## src/rtl/ps2_mouse_packet_rx.sv

```systemverilog
// PS/2 mouse receiver: pin sync, clock deglitch, frame check,
// and 3-byte packet assembly with click pulse detection.
module ps2_mouse_packet_rx #(
  parameter int SYNC_STAGES    = 2,
  parameter int FILTER_LEN     = 8,
  parameter int TIMEOUT_CYCLES = 200000
) (
  input  logic       clock_100Mhz,
  input  logic       reset,
  input  logic       Mouse_Clk,
  input  logic       Mouse_Data,
  output logic       packet_valid,
  output logic       btn_left,
  output logic       btn_right,
  output logic       btn_middle,
  output logic [8:0] x_delta,
  output logic [8:0] y_delta,
  output logic       x_ovf,
  output logic       y_ovf,
  output logic       left_click,
  output logic       right_click,
  output logic       frame_err
);

  localparam int FW = $clog2(FILTER_LEN + 1);
  localparam int TW = $clog2(TIMEOUT_CYCLES + 1);

  typedef enum logic [1:0] {
    IDLE,
    SHIFT,
    CHECK
  } state_t;

  logic [SYNC_STAGES-1:0] clk_sync;
  logic [SYNC_STAGES-1:0] dat_sync;
  logic [FILTER_LEN-1:0]  dat_dly;
  logic                   clk_s;
  logic                   dat_s;
  logic [FW-1:0]          flt_cnt;
  logic                   flt_clk;
  logic                   fall;
  logic                   smp;

  assign clk_s = clk_sync[SYNC_STAGES-1];
  assign dat_s = dat_sync[SYNC_STAGES-1];

  // Sync flops reset to the idle-high bus level so release makes no edge
  always_ff @(posedge clock_100Mhz or negedge reset) begin
    if (!reset) begin
      clk_sync <= '1;
      dat_sync <= '1;
      dat_dly  <= '1;
    end else begin
      clk_sync <= {clk_sync[SYNC_STAGES-2:0], Mouse_Clk};
      dat_sync <= {dat_sync[SYNC_STAGES-2:0], Mouse_Data};
      dat_dly  <= (dat_dly << 1) | FILTER_LEN'(dat_s);
    end
  end

  always_ff @(posedge clock_100Mhz or negedge reset) begin
    if (!reset) begin
      flt_cnt <= '0;
      flt_clk <= 1'b1;
      fall    <= 1'b0;
      smp     <= 1'b1;
    end else begin
      fall <= 1'b0;
      if (clk_s == flt_clk) begin
        flt_cnt <= '0;
      end else if (flt_cnt == FW'(FILTER_LEN - 1)) begin
        flt_cnt <= '0;
        flt_clk <= clk_s;
        fall    <= ~clk_s;
        smp     <= dat_dly[FILTER_LEN-1];
      end else begin
        flt_cnt <= flt_cnt + 1'b1;
      end
    end
  end

  state_t        state, state_n;
  logic [3:0]    bit_cnt, cnt_n;
  logic [10:0]   frame, frame_n;
  logic [1:0]    idx;
  logic [TW-1:0] tcnt;
  logic          to_fire;
  logic          frame_ok;
  logic [7:0]    rx_byte;
  logic [7:0]    b0;
  logic [7:0]    bx;
  logic          prev_l;
  logic          prev_r;

  assign rx_byte  = frame[8:1];
  assign frame_ok = !frame[0] && (^frame[9:1]) && frame[10];
  assign to_fire  = (tcnt == TW'(TIMEOUT_CYCLES)) && !fall &&
                    ((state != IDLE) || (idx != 2'd0));

  always_comb begin
    state_n = state;
    cnt_n   = bit_cnt;
    frame_n = frame;
    unique case (state)
      IDLE: begin
        if (fall && !smp) begin
          state_n = SHIFT;
          cnt_n   = 4'd1;
          frame_n = '0;
        end
      end
      SHIFT: begin
        if (fall) begin
          frame_n[bit_cnt] = smp;
          cnt_n            = bit_cnt + 4'd1;
          if (bit_cnt == 4'd10) state_n = CHECK;
        end
      end
      CHECK: begin
        state_n = IDLE;
        cnt_n   = 4'd0;
      end
      default: begin
        state_n = IDLE;
        cnt_n   = 4'd0;
      end
    endcase
    if (to_fire) begin
      state_n = IDLE;
      cnt_n   = 4'd0;
    end
  end

  always_ff @(posedge clock_100Mhz or negedge reset) begin
    if (!reset) begin
      state   <= IDLE;
      bit_cnt <= '0;
      frame   <= '0;
    end else begin
      state   <= state_n;
      bit_cnt <= cnt_n;
      frame   <= frame_n;
    end
  end

  // Saturating idle counter; a falling edge always wins over expiry
  always_ff @(posedge clock_100Mhz or negedge reset) begin
    if (!reset) begin
      tcnt <= '0;
    end else if (fall) begin
      tcnt <= '0;
    end else if (tcnt != TW'(TIMEOUT_CYCLES)) begin
      tcnt <= tcnt + 1'b1;
    end
  end

  always_ff @(posedge clock_100Mhz or negedge reset) begin
    if (!reset) begin
      idx          <= '0;
      b0           <= '0;
      bx           <= '0;
      prev_l       <= 1'b0;
      prev_r       <= 1'b0;
      packet_valid <= 1'b0;
      btn_left     <= 1'b0;
      btn_right    <= 1'b0;
      btn_middle   <= 1'b0;
      x_delta      <= '0;
      y_delta      <= '0;
      x_ovf        <= 1'b0;
      y_ovf        <= 1'b0;
      left_click   <= 1'b0;
      right_click  <= 1'b0;
      frame_err    <= 1'b0;
    end else begin
      packet_valid <= 1'b0;
      left_click   <= 1'b0;
      right_click  <= 1'b0;
      frame_err    <= 1'b0;
      if (to_fire) begin
        idx <= '0;
      end else if (state == CHECK) begin
        if (!frame_ok) begin
          frame_err <= 1'b1;
          idx       <= '0;
        end else begin
          unique case (1'b1)
            (idx == 2'd0): begin
              if (rx_byte[3]) begin
                b0  <= rx_byte;
                idx <= 2'd1;
              end else begin
                frame_err <= 1'b1;
              end
            end
            (idx == 2'd1): begin
              bx  <= rx_byte;
              idx <= 2'd2;
            end
            default: begin
              idx          <= '0;
              packet_valid <= 1'b1;
              btn_left     <= b0[0];
              btn_right    <= b0[1];
              btn_middle   <= b0[2];
              x_delta      <= {b0[4], bx};
              y_delta      <= {b0[5], rx_byte};
              x_ovf        <= b0[6];
              y_ovf        <= b0[7];
              left_click   <= b0[0] & ~prev_l;
              right_click  <= b0[1] & ~prev_r;
              prev_l       <= b0[0];
              prev_r       <= b0[1];
            end
          endcase
        end
      end
    end
  end

endmodule

```

## config.mk

```make
export PLATFORM = sky130hd
export DESIGN_NAME = ps2_mouse_packet_rx
export DESIGN_NICKNAME = d
export VERILOG_FILES = /design/src/rtl/ps2_mouse_packet_rx.sv
export SDC_FILE = /design/constraint.sdc
export NUM_CORES = 1
export LEC_CHECK = 0
export ABC_AREA = 1
export BUFFER_PORTS_ARGS = -buffer_cell sky130_fd_sc_hd__buf_2
export CAP_MARGIN = 20
export CORE_ASPECT_RATIO = 1.25
export CORE_MARGIN = 1.5
export CORE_UTILIZATION = 47
export DETAILED_ROUTE_END_ITERATION = 10
export REMOVE_ABC_BUFFERS = 1
export SYNTH_ARGS = -nofsm -noshare
export SYNTH_HDL_FRONTEND = slang
export SYNTH_SLANG_ARGS = --single-unit
```

## constraint.sdc

```tcl
create_clock -name clock_100Mhz -period 2.95 [get_ports clock_100Mhz]
set_input_delay 0.1475 -clock clock_100Mhz [delete_from_list [all_inputs] [get_ports clock_100Mhz]]
set_output_delay 0.1475 -clock clock_100Mhz [all_outputs]
set_load 0.05 [all_outputs]
```

==> flow_summary_export.csv <==
group,metric,value,unit
outcome,status,"complete, no violations",
pwr,pwr-share-seq,0.505,
sta,fin_tns_setup,0,ps
sta,relSlewSlack,0.503,
placed_design,placed_area,4770,sq um
route,drtPass1Iterations,4,
clocking,path_clk_slew,60,ps
clocking,cts-root-buf,"clkbuf_16",
route,via_per_inst,4.97,
pwr,power.switching,0.796,mW
hold_path,hold_path.class,"reg2reg",
clocking,cts_resized,0,
layout,ff_latch_area,2470,sq um
clocking,post_cts_buffers,0,
setup_path,crit_arrival,2250,ps
global_route,grt.total_usage,0.186,
layout,fin_area,5090,sq um
sta,fmaxAchievable,488,MHz
synthesis,synth_cell_types,37,
route,vias,3364,
synthesis,yosys_warnings,0,
setup_path,path_buf_inv,3,
die,die_h,112,um
sta,tightest_slew,745,ps
global_route,overflow,0,
setup_path,crit_top_cell,"inv_1",
route,drtIter0Drc,210,
route,wirelength,8.49,mm
clocking,htree_levels,3,
clocking,cts_tree,"done",
sta,period_share,0.695,
placed_design,place_congestion,0.825,
global_route,antenna_found_initial,0,
layout,final_cell_mix,"nand2_1 (157), dfrtp_1 (84), inv_1 (49)",
placed_design,port_buffers,30,
layout,fin_util,0.552,
die,core,9220,sq um
layout,final_common_cell,"nand2_1",
layout,drive_above_1_share,0.159,
hold_path,holdPathStages,0,
synthesis,syn-instance-count,513,
clocking,cts_sinks,98,
route,avgRoutedWirePerCell,12.5,um
global_route,grt_start_max_net_pins,60,
placed_design,hpwl,6.18,mm
layout,finalNetCount,560,
setup_path,required,3150,ps
setup_path,critPathMaxFanout,16,
setup_path,path_cells,"inv_1 -> nor2_1 -> inv_1 -> o22ai_2 -> inv_1 -> o21ai_0 -> o21ai_0",
clocking,numCtsBuffers,9,
sta,setup_viol,0,
layout,fillers,868,
setup_path,path_delay_family,"flip-flops",
flow_run,drv_cap,0,
clocking,max-clock-path-buffers,2,
pwr,p_int,2.25,mW
clocking,hold_buffers,3,
layout,syn_to_final_growth,13.4,%
setup_path,crit_type,"reg2reg",
pwr,sw_frac_of_total,0.261,
sta,hold-worst-slack,355,ps
setup_path,crit_slowest_cell,"dfrtp_1",
global_route,grt_pass1_vias,3219,
pwr,power.leakage,2.63,nW
setup_path,critPathCaptureType,"flip-flop",
setup_path,critical_path.max_stage_delay,580,ps
setup_path,timing.rr.start,"fall$_DFF_PN0_",
sta,grt_setup_unrepaired,"no",
synthesis,synth_area,4490,sq um
hold_path,hp-start,"dat_dly[2]$_DFF_PN1_",
die,num_rows,39,
pwr,pwr-share-comb,0.121,
setup_path,crit_start,"fall$_DFF_PN0_",
pwr,powerDensity,598,nW/um^2
sta,maxSlewViolCount,0,
sta,skew,5.59,ps
setup_path,r2r_cells,7,
die,die_w,90.4,um
setup_path,cp.depth,7,
layout,diodes,0,
global_route,grt_first_pass_wirelength,15.1,mm
layout,multi_input_area,1740,sq um
die,ioPinCount,31,
die,initial_core_util,0.487,
route,drcViolationCount,0,
sta,final-hold-violation-count,0,
setup_path,critPathLaunchType,"flip-flop",
pwr,irDropWorstVdd,397,uV
route,ant_nets,0,
clocking,clock_latency,330,ps
synthesis,yosysSeqAreaShare,0.550,
die,die_area,10200,sq um
sta,min_period,2050,ps
pwr,clkPwrFrac,0.374,
synthesis,synth_area_per_cell,8.75,sq um
synthesis,synth_seq_cells,98,
per-stage QoR:
step	worst slack (ps)	total power, mW	cells
floorplan	1200	1.81	502
global placement	954	1.92	658
detailed placement	884	1.93	658
CTS	884	3.09	677
global route	634	3.22	677
finish	899	3.05	677
logic make-up (layout without fill, tap and decap cells):
family                   count (synthesis)  after routing  share of synthesized area
buffers and inverters                   67            108                     0.0619
multiplexers                             1              1                    0.00251
flip-flops                              98             98                      0.550
AO/OA/AOI/OAI                           57             57                     0.0772
adder cells (fa/ha/maj)                  7              7                     0.0195
XOR/XNOR                                12             12                     0.0234
AND/OR/NAND/NOR                        271            271                      0.265
cell usage after synthesis:
library cell | number | area share
nand4_2 | 1 | 0.0028
buf_6 | 2 | 0.0050
nand2_1 | 157 | 0.13
o21ai_2 | 6 | 0.012
nand3_2 | 1 | 0.0022
mux2_2 | 1 | 0.0025
o21bai_1 | 1 | 0.0017
ha_1 | 7 | 0.020
xor2_1 | 9 | 0.018
o21ai_1 | 2 | 0.0022
nor3_1 | 10 | 0.011
dfrtp_1 | 84 | 0.47
dfstp_2 | 14 | 0.082
nand3_1 | 41 | 0.046
nand4_1 | 10 | 0.014
nor4_2 | 2 | 0.0056
nor2_1 | 40 | 0.033
a211oi_1 | 2 | 0.0033
o21ai_0 | 22 | 0.025
o22ai_2 | 1 | 0.0028
o22ai_1 | 2 | 0.0028
nor2_4 | 3 | 0.0075
inv_2 | 5 | 0.0042
nor4_1 | 2 | 0.0028
a31oi_1 | 1 | 0.0014
inv_1 | 49 | 0.041
clkbuf_1 | 5 | 0.0042
a21oi_1 | 12 | 0.013
xnor2_1 | 3 | 0.0059
or2_2 | 1 | 0.0014
inv_4 | 1 | 0.0014
clkinv_2 | 1 | 0.0011
buf_4 | 1 | 0.0017
o31ai_1 | 8 | 0.013
clkbuf_2 | 1 | 0.0011
buf_2 | 2 | 0.0022
nand2_4 | 3 | 0.0075
flip-flops by register name (all words and copies together) (netlist names), 2 cells and up:
| signal | count |
|---|---|
| b0 | 7 |
| bit_cnt | 4 |
| bx | 8 |
| clk_sync | 2 |
| dat_dly | 8 |
| dat_sync | 2 |
| flt_cnt | 4 |
| frame | 11 |
| idx | 2 |
| state | 2 |
| tcnt | 18 |
| x_delta | 9 |
| y_delta | 9 |
worst paths after layout:
| kind | slack, ps | endpoint |
|---|---|---|
| setup / recovery | 900 | frame[10]$_DFFE_PN0P_ |
| hold / removal | 360 | dat_dly[3]$_DFF_PN1_ |
| setup reg to reg | 900 | frame[10]$_DFFE_PN0P_ |
| hold reg to reg | 360 | dat_dly[3]$_DFF_PN1_ |
| max in group asynchronous | 1870 | bit_cnt[3]$_DFFE_PN0P_ |
| min in group asynchronous | 420 | left_click$_DFF_PN0_ |
metal layers:
layer | global-route usage | vias to the layer above | wire, um
met5 | 0 | - | 0
met2 | 0.320 | 54 | 4370
li1 | - | 1723 | -
met3 | 0.0312 | 6 | 218
met1 | 0.234 | 1581 | 3800
met4 | 0.0730 | 0 | 102
power by group through the flow:
stage          registers (mW)  logic (mW)  clock network [mW]
6_report                 1.54       0.368                1.14
5_1_grt                  1.55       0.433                1.23
4_1_cts                  1.54       0.374                1.18
3_5_place_dp             1.56       0.370                   0
3_3_place_gp             1.56       0.363                   0
2_1_floorplan            1.54       0.276                   0
worst register-to-register path: stages (launching register included):
cell     delay (ps)
dfrtp_1         580
inv_1           340
nor2_1          230
inv_1            90
o22ai_2         330
inv_1           120
o21ai_0         150
o21ai_0         100
area by class of cell:
type                            instances  area share
Multi-Input combinational cell        348       0.342
Timing Repair Buffer                   36      0.0428
Tap cell                              123      0.0302
Inverter                               56      0.0420
Sequential cell                        98       0.485
Clock inverter                          6      0.0111
Clock buffer                           10      0.0469
Power figures use the tool's default switching activity.
